<file path="src/rtl/rr_outport_arbiter.sv">
// Wormhole output-port arbiter: round-robin choice among requesting inputs,
// grant held from head flit until the tail flit is forwarded.
module rr_outport_arbiter #(
    parameter int NPORTS = 5,
    parameter int PTR_W  = 3
) (
    input  logic              clk,
    input  logic              rst,
    input  logic [NPORTS-1:0] req,
    input  logic [NPORTS-1:0] flit_valid,
    input  logic [NPORTS-1:0] flit_tail,
    input  logic              out_ready,
    output logic [NPORTS-1:0] grant,
    output logic              busy,
    output logic              fwd,
    output logic [NPORTS-1:0] pop
);

    typedef enum logic {IDLE, LOCK} state_t;

    state_t            state_reg, state_next;
    logic [NPORTS-1:0] grant_reg, grant_next;
    logic [PTR_W-1:0]  ptr_reg, ptr_next;
    logic [PTR_W-1:0]  owner_reg, owner_next;

    logic [NPORTS-1:0] hi_req;
    logic [NPORTS-1:0] pick_src;
    logic [NPORTS-1:0] pick_onehot;
    logic [PTR_W-1:0]  pick_idx;
    logic              tail_done;

    // Requests at or above the pointer win first; otherwise wrap to the lowest index.
    generate
        for (genvar gi = 0; gi < NPORTS; gi++) begin : g_hi_req
            assign hi_req[gi] = req[gi] && (PTR_W'(gi) >= ptr_reg);
        end
    endgenerate

    assign pick_src    = (|hi_req) ? hi_req : req;
    assign pick_onehot = pick_src & (~pick_src + NPORTS'(1));

    always_comb begin
        pick_idx = '0;
        for (int i = 0; i < NPORTS; i++) begin
            if (pick_onehot[i]) begin
                pick_idx = PTR_W'(i);
            end
        end
    end

    always_ff @(posedge clk) begin
        if (rst) begin
            state_reg <= IDLE;
            grant_reg <= '0;
            ptr_reg   <= '0;
            owner_reg <= '0;
        end else begin
            state_reg <= state_next;
            grant_reg <= grant_next;
            ptr_reg   <= ptr_next;
            owner_reg <= owner_next;
        end
    end

    assign tail_done = fwd && flit_tail[owner_reg];

    always_comb begin
        state_next = state_reg;
        grant_next = grant_reg;
        ptr_next   = ptr_reg;
        owner_next = owner_reg;
        case (state_reg)
            IDLE: begin
                if (|req) begin
                    state_next = LOCK;
                    grant_next = pick_onehot;
                    owner_next = pick_idx;
                end
            end
            LOCK: begin
                // Pointer moves only when a packet completes, giving the next input priority.
                if (tail_done) begin
                    state_next = IDLE;
                    grant_next = '0;
                    ptr_next   = (owner_reg == PTR_W'(NPORTS - 1)) ? '0 : owner_reg + PTR_W'(1);
                end
            end
            default: begin
                state_next = IDLE;
                grant_next = '0;
            end
        endcase
    end

    always_comb begin
        fwd   = (state_reg == LOCK) && flit_valid[owner_reg] && out_ready;
        pop   = grant_reg & {NPORTS{fwd}};
        grant = grant_reg;
        busy  = (state_reg == LOCK);
    end

endmodule

</file>
<file path="config.mk">
export PLATFORM = sky130hd
export DESIGN_NAME = rr_outport_arbiter
export DESIGN_NICKNAME = d
export VERILOG_FILES = /design/src/rtl/rr_outport_arbiter.sv
export SDC_FILE = /design/constraint.sdc
export NUM_CORES = 1
export LEC_CHECK = 0
export ABC_AREA = 1
export CORE_MARGIN = 2
export CORE_UTILIZATION = 25
export DETAILED_ROUTE_END_ITERATION = 10
export PLACE_DENSITY = 0.55
export RECOVER_POWER = 25
export SLEW_MARGIN = 20
export SYNTH_ARGS = -nofsm -noshare
export SYNTH_HDL_FRONTEND = slang
export SYNTH_SLANG_ARGS = --single-unit
</file>
<file path="constraint.sdc">
create_clock -name clk -period 1.4 [get_ports clk]
set_clock_uncertainty 0.2 [all_clocks]
set_input_delay 0.35 -clock clk [delete_from_list [all_inputs] [get_ports clk]]
set_output_delay 0.35 -clock clk [all_outputs]
set_load 0.1 [all_outputs]
</file>
==> results of run 1 <==
[layer usage]
layer	share of wire [%]	vias to the layer above
li1	-	545
met5	0	-
met3	4.3	2
met4	1.0	0
met2	54	21
met1	41	483
[logic make-up after synthesis]
logic type	synth area share [%]
AO/OA/AOI/OAI	20.3
flip-flops	30.0
buffers and inverters	9.86
AND/OR/NAND/NOR	36.6
adder cells (fa/ha/maj)	3.13
[worst reg2reg max path, stage by stage, from the launching register on]
cell and delay (ns):
dfxtp_4 0.38, buf_4 0.12, buf_4 0.10, nor2_1 0.04, o21ai_1 0.14, a21oi_2 0.09
a21oi_4 0.25, nand2_8 0.12, o21ai_4 0.14, a21oi_2 0.04
[cell usage after synthesis]
cell	count
nand2_1	18
nor2_1	16
inv_1	15
nand3_1	15
dfxtp_1	12
a21oi_1	11
o21ai_1	7
nand2_2	5
nand4_1	3
a21oi_2	2
ha_1	2
inv_2	2
nor2_2	2
a21oi_4	1
buf_1	1
buf_6	1
nand3_2	1
nor2_4	1
nor4_1	1
o211ai_1	1
o21a_1	1
o21ai_0	1
o21ai_2	1
o22a_2	1
[area by class of cell]
cell class | count | area share, %
multi-input combinational | 91 | 38.0
tap | 44 | 3.03
timing repair buffer | 66 | 38.9
inverter | 17 | 3.99
sequential | 12 | 14.8
clock buffer | 3 | 1.24
[timing repair]
item	CTS	global route
endpoints found under the hold margin	0	0
setup buffers	9	8
pin swaps	14	16
setup endpoints to repair	23	24
resized for setup	37	17
gates cloned	1	0
[report_power, final]
part / switching (W) / internal [W] / leakage (nW)
Sequential: 0.0000280 / 0.000362 / 0.104
Clock: 0.000104 / 0.0000993 / 0.0138
Combinational: 0.000331 / 0.000265 / 0.618
[metrics by stage]
stage	hold WS, ns	util (%)	power [W]	setup TNS [ns]	cells
2_1_floorplan	0.270	-	0.000675	-13.26	121
4_1_cts	0.306	57.5	0.00118	-8.71	230
6_report	0.313	59.5	0.00119	-8.31	233
3_5_place_dp	0.297	51.0	0.000902	-13.50	217
3_3_place_gp	0.295	51.0	0.000896	-13.15	217
5_1_grt	0.338	59.5	0.00127	-10.11	233
[final timing paths]
kind / start / to / depth (start not counted) / slack [ns]
min reg2reg: grant[0]$_SDFFE_PP0P_ / grant[0]$_SDFFE_PP0P_ / 2 / 0.31
max: owner_reg[0]$_SDFFE_PP0P_ / pop[4] / 7 / -0.89
min: grant[0]$_SDFFE_PP0P_ / grant[0]$_SDFFE_PP0P_ / 2 / 0.31
max reg2reg: owner_reg[0]$_SDFFE_PP0P_ / ptr_reg[2]$_SDFFE_PP0P_ / 9 / -0.31
==> metrics.txt, run 1 <==
status finished with violations; failing checks negative setup slack; Routed WL between 2000 and 3000 µm; actual slew at the worst max-slew pin 0.277 ns; maximum VDD drop about 0.3 mV; Synth Area per Inst 6.61 µm²; Slew Viols, Final 0; Overflow after GRT 0; Net Count, Synth approximately 140; clk sinks 12; Detail Route Antenna Nets 0; # port buffers 29; CP required 0.85 ns; Clock Tree Root clkbuf_4; Netlist Area Pre-Place 800 µm²; Synth Warn # 0; GR Util met1 19.9%; die height 60.6 µm; min Tclk post-route between 2 and 2.5 ns; DR vias/cell 4.51; area occupied by multi-input gates 691 µm²; setup ws final -0.893 ns; pwr dens around 650 nW/µm²; CTS tree built; hold buffers post-CTS 0; max-cap violation count 0; largest area contributor in the netlist dfxtp_1; area post-placement around 1600 µm²; crit path max-delay cell type dfxtp_4; CTS max path bufs 2; CP Data Arrival Time 1.74 ns; Fin. Hold Viols 0; CTS Buf Count 3; largest net degree at the start of global routing 7; vias in the first global route 1059; Seq/Total Area, Yosys a little under a third; crit path max fanout 5; FF+latch area approximately 270 µm²; Synth area leaders dfxtp_1, nand3_1, nand2_1, nor2_1, inv_1; commonest non-fill, non-tap cell in the layout buf_4; Worst path max stage delay 0.37 ns; clk slew on worst S/H paths around 0.070 ns; grt met2 use 27.6%; num rows 20; DRC viols 0; DP Wirelength 1960 µm; fin area around 1800 µm²; FILL cells 275; final setup vio count 23; Worst slew margin 81.5%; Max Fclk 0.436 GHz; Nets 211; gpl congestion approximately 0.80; Overall Global Routing Usage 15.9%; max FFs per register 5; Critical path buffers and inverters 3; reported leakage power approximately 0.74 nW; worst hold-check path type register to register; Initial DRT Pass Iterations 4; Top Usage Layer GRT met2; number of DRC markers in iteration 0 46; commonest non-fill, non-tap cells in the layout buf_4, buf_12, nand3_2, nand2_1; post-synthesis cell count 121; DIE WIDTH 60.6 µm; core area 3050 µm²; initial antenna violation count 0; Layout area overhead 127%; fraction of layout cells with a size suffix above 1 about 63%; CTS HTree Levels 1; I/O pin cnt 30; RSZ-0062 raised after global routing yes; DIE AREA 3670 µm²; critical path cell sequence inv_4 > nor2_1 > o22a_2 > a21oi_4 > clkinvlp_4 > nor2_4 > buf_12; Vias 1051; CP delay by family, top buffers and inverters; first-pass GRT wire length 4420 µm; Initial Util 26.2%; pre-CTS setup slack -0.951 ns; Avg WL per Cell 11.8 µm; Tcrit/Tclk final 164%; grt met3 use 2.13%; Synth Register Bits 12; Yosys top cell area share 30.0%; crit path kind register to output pin; antenna cell count 0; number of distinct library cells after synthesis 24; crit start category register; Clock Latency Late Sink 0.26 ns; Crit. End Element output pin
Power figures use the tool's default switching activity.
==> inputs of run 2 (changes only) <==
--- a/config.mk
+++ b/config.mk
@@ -5,11 +5,11 @@
 export SDC_FILE = /design/constraint.sdc
 export NUM_CORES = 1
 export LEC_CHECK = 0
-export ABC_AREA = 1
-export CORE_MARGIN = 2
+export ABC_AREA = 0
+export CORE_MARGIN = 3
 export CORE_UTILIZATION = 25
 export DETAILED_ROUTE_END_ITERATION = 10
-export PLACE_DENSITY = 0.55
+export PLACE_DENSITY = 0.56
 export RECOVER_POWER = 25
 export SLEW_MARGIN = 20
 export SYNTH_ARGS = -nofsm -noshare
==> metrics.txt, run 2 <==
status finished with violations; failing checks negative setup slack; Detail Route Antenna Nets 0; Post-synth top cells dfxtp_1, nor2_1, a21oi_1, and2_1; post-synthesis cell count 84; actual slew at the worst max-slew pin between 0.3 and 0.4 ns; Comb power frac 37.8%; area post-placement ~1500 µm²; largest area contributor in the netlist dfxtp_1; pwr dens about 600 nW/µm²; crit path kind register to output pin; antenna cell count 0; clk slew on worst S/H paths 0.07 ns; crit start category register; Yosys top cell area share 31.4%; CTS max path bufs 2; hold buffers post-CTS 0; worst hold-check path type input pin to register; CP Data Arrival Time 1.63 ns; max FFs per register 5; fraction of layout cells with a size suffix above 1 65.6%; FF+latch area ~280 µm²; Netlist Area Pre-Place 764 µm²; commonest non-fill, non-tap cell in the layout buf_4; FFs w/ async S/R, synth 0%; die height 61.3 µm; largest net degree at the start of global routing 8; CTS HTree Levels 1; critical path cell sequence mux4_2 > nand3_4 > o21ai_4 > and2_4 > buf_12; Layout area overhead 124%; Vias 896; RSZ-0062 raised after global routing yes; Avg WL per Cell around 13 µm; Initial DRT Pass Iterations 4; clk sinks 12; maximum VDD drop 0.402 mV; Initial Util 27.0%; I/O pin cnt 30; Overflow after GRT 0; Max Fclk about 0.46 GHz; FILL cells between 200 and 250; internal power roughly 0.00070 W; Synth area leaders dfxtp_1, mux4_1, a22o_1, and2_1, nor2_1; Crit. End Element output pin; max-cap violation count 0; Clock power frac 27.3%; Routed WL 2380 µm; Hold WS 0.247 ns; setup ws final -0.776 ns; Synth Warn # 0; core area 2830 µm²; Fin. Hold Viols 0; commonest non-fill, non-tap cells in the layout buf_4, buf_12, dfxtp_4; num rows 19; vias in the first global route 855; DIE WIDTH around 61 µm; CP required 0.85 ns; net switching power 0.000334 W; crit path max-delay cell type mux4_2; top-count cell post-synth dfxtp_1; Tcrit/Tclk final 155%; Post-synth EDFFs 0; crit path max fanout 6; number of distinct library cells after synthesis 40; Sw Ratio 32.4%; final setup vio count 20; Worst slew margin 74.9%; Net Count, Synth 104; DRC viols 0; Setup TNS Final -10.90 ns; Overall Global Routing Usage between 10% and 20%; DR vias/cell 4.92; # port buffers 29; Synth Area per Inst between 9 and 10 µm²; min Tclk post-route 2.18 ns; gpl congestion 0.881; Worst path max stage delay approximately 0.52 ns; CTS Buf Count 3; Seq/Total Area, Yosys 31.4%; Reg2Reg Setup Slack -0.67 ns; part of the power in registers 34.9%; CTS tree built; Clock Latency Late Sink around 0.28 ns; number of DRC markers in iteration 0 14; first-pass GRT wire length 3730 µm; total power 0.00103 W; initial antenna violation count 0; Slew Viols, Final 0; reported leakage power 0.754 nW; area occupied by multi-input gates approximately 670 µm²; DIE AREA 3760 µm²; fin area 1720 µm²; DP Wirelength about 1800 µm; Util after Layout 60.6%; Synth Register Bits 12; Nets approximately 170; Clock Tree Root clkbuf_4; ys flop type dfxtp_1
run 2: cell type report:
class	instances	area share (%)
Clock buffer	4	2.12
Multi-Input combinational cell	66	38.9
Tap cell	31	2.26
Sequential cell	12	16.1
Inverter	4	0.875
Timing Repair Buffer	65	39.8
run 2: timing repair:
item	in CTS	in global routing
gates cloned	0	0
resized for setup	34	28
buffers inserted	7	3
setup endpoints to repair	19	24
pin swaps	18	5
run 2: layer usage:
metal / wire, µm / GRT usage (%) / share of wire (%) / up-vias
met4: 34 / 3.10 / 1.4 / 0
met5: 0 / 0 / 0 / -
li1: - / - / - / 457
met3: 119 / 4.40 / 5.0 / 4
met1: 1040 / 16.2 / 44 / 414
met2: 1190 / 23.3 / 50 / 21
run 2: worst paths after layout:
| check | startpoint | end | depth (start not counted) |
|---|---|---|---|
| setup / recovery | owner_reg[0]$_SDFFE_PP0P_ | pop[2] | 5 |
| hold / removal | req[4] | grant[4]$_SDFFE_PP0P_ | 3 |
| setup reg to reg | owner_reg[0]$_SDFFE_PP0P_ | ptr_reg[0]$_SDFFE_PP0P_ | 8 |
| hold reg to reg | grant[2]$_SDFFE_PP0P_ | grant[2]$_SDFFE_PP0P_ | 1 |
run 2: metrics by stage:
stage / setup WS (ns) / std cells
floorplan: -1.03 / 84
global placement: -0.961 / 169
detailed placement: -0.946 / 169
CTS: -0.785 / 180
global route: -0.844 / 182
finish: -0.776 / 182
run 2: cell families after synthesis:
logic type / Yosys count / share of synthesized area [%]
fa+ha+maj: 2 / 3.27
flops: 12 / 31.4
simple gates: 35 / 27.3
compound gates: 24 / 23.7
buf+inv: 6 / 3.27
mux: 5 / 11.0
run 2: worst max-delay path: cells and delay by family, from the launching register on:
| family | cells | cell delay [ns] |
|---|---|---|
| multiplexers | 1 | 0.52 |
| buffers and inverters | 1 | 0.16 |
| AO/OA/AOI/OAI | 1 | 0.07 |
| AND/OR/NAND/NOR | 2 | 0.24 |
| flip-flops | 1 | 0.35 |
run 2: power groups by stage:
stage	combinational [W]	clock (W)	sequential (W)
final	0.000390	0.000281	0.000360
after global routing	0.000415	0.000316	0.000363
after CTS	0.000353	0.000291	0.000369
after detailed placement	0.000337	0	0.000378
after global placement	0.000332	0	0.000378
after floorplan	0.000109	0	0.000434
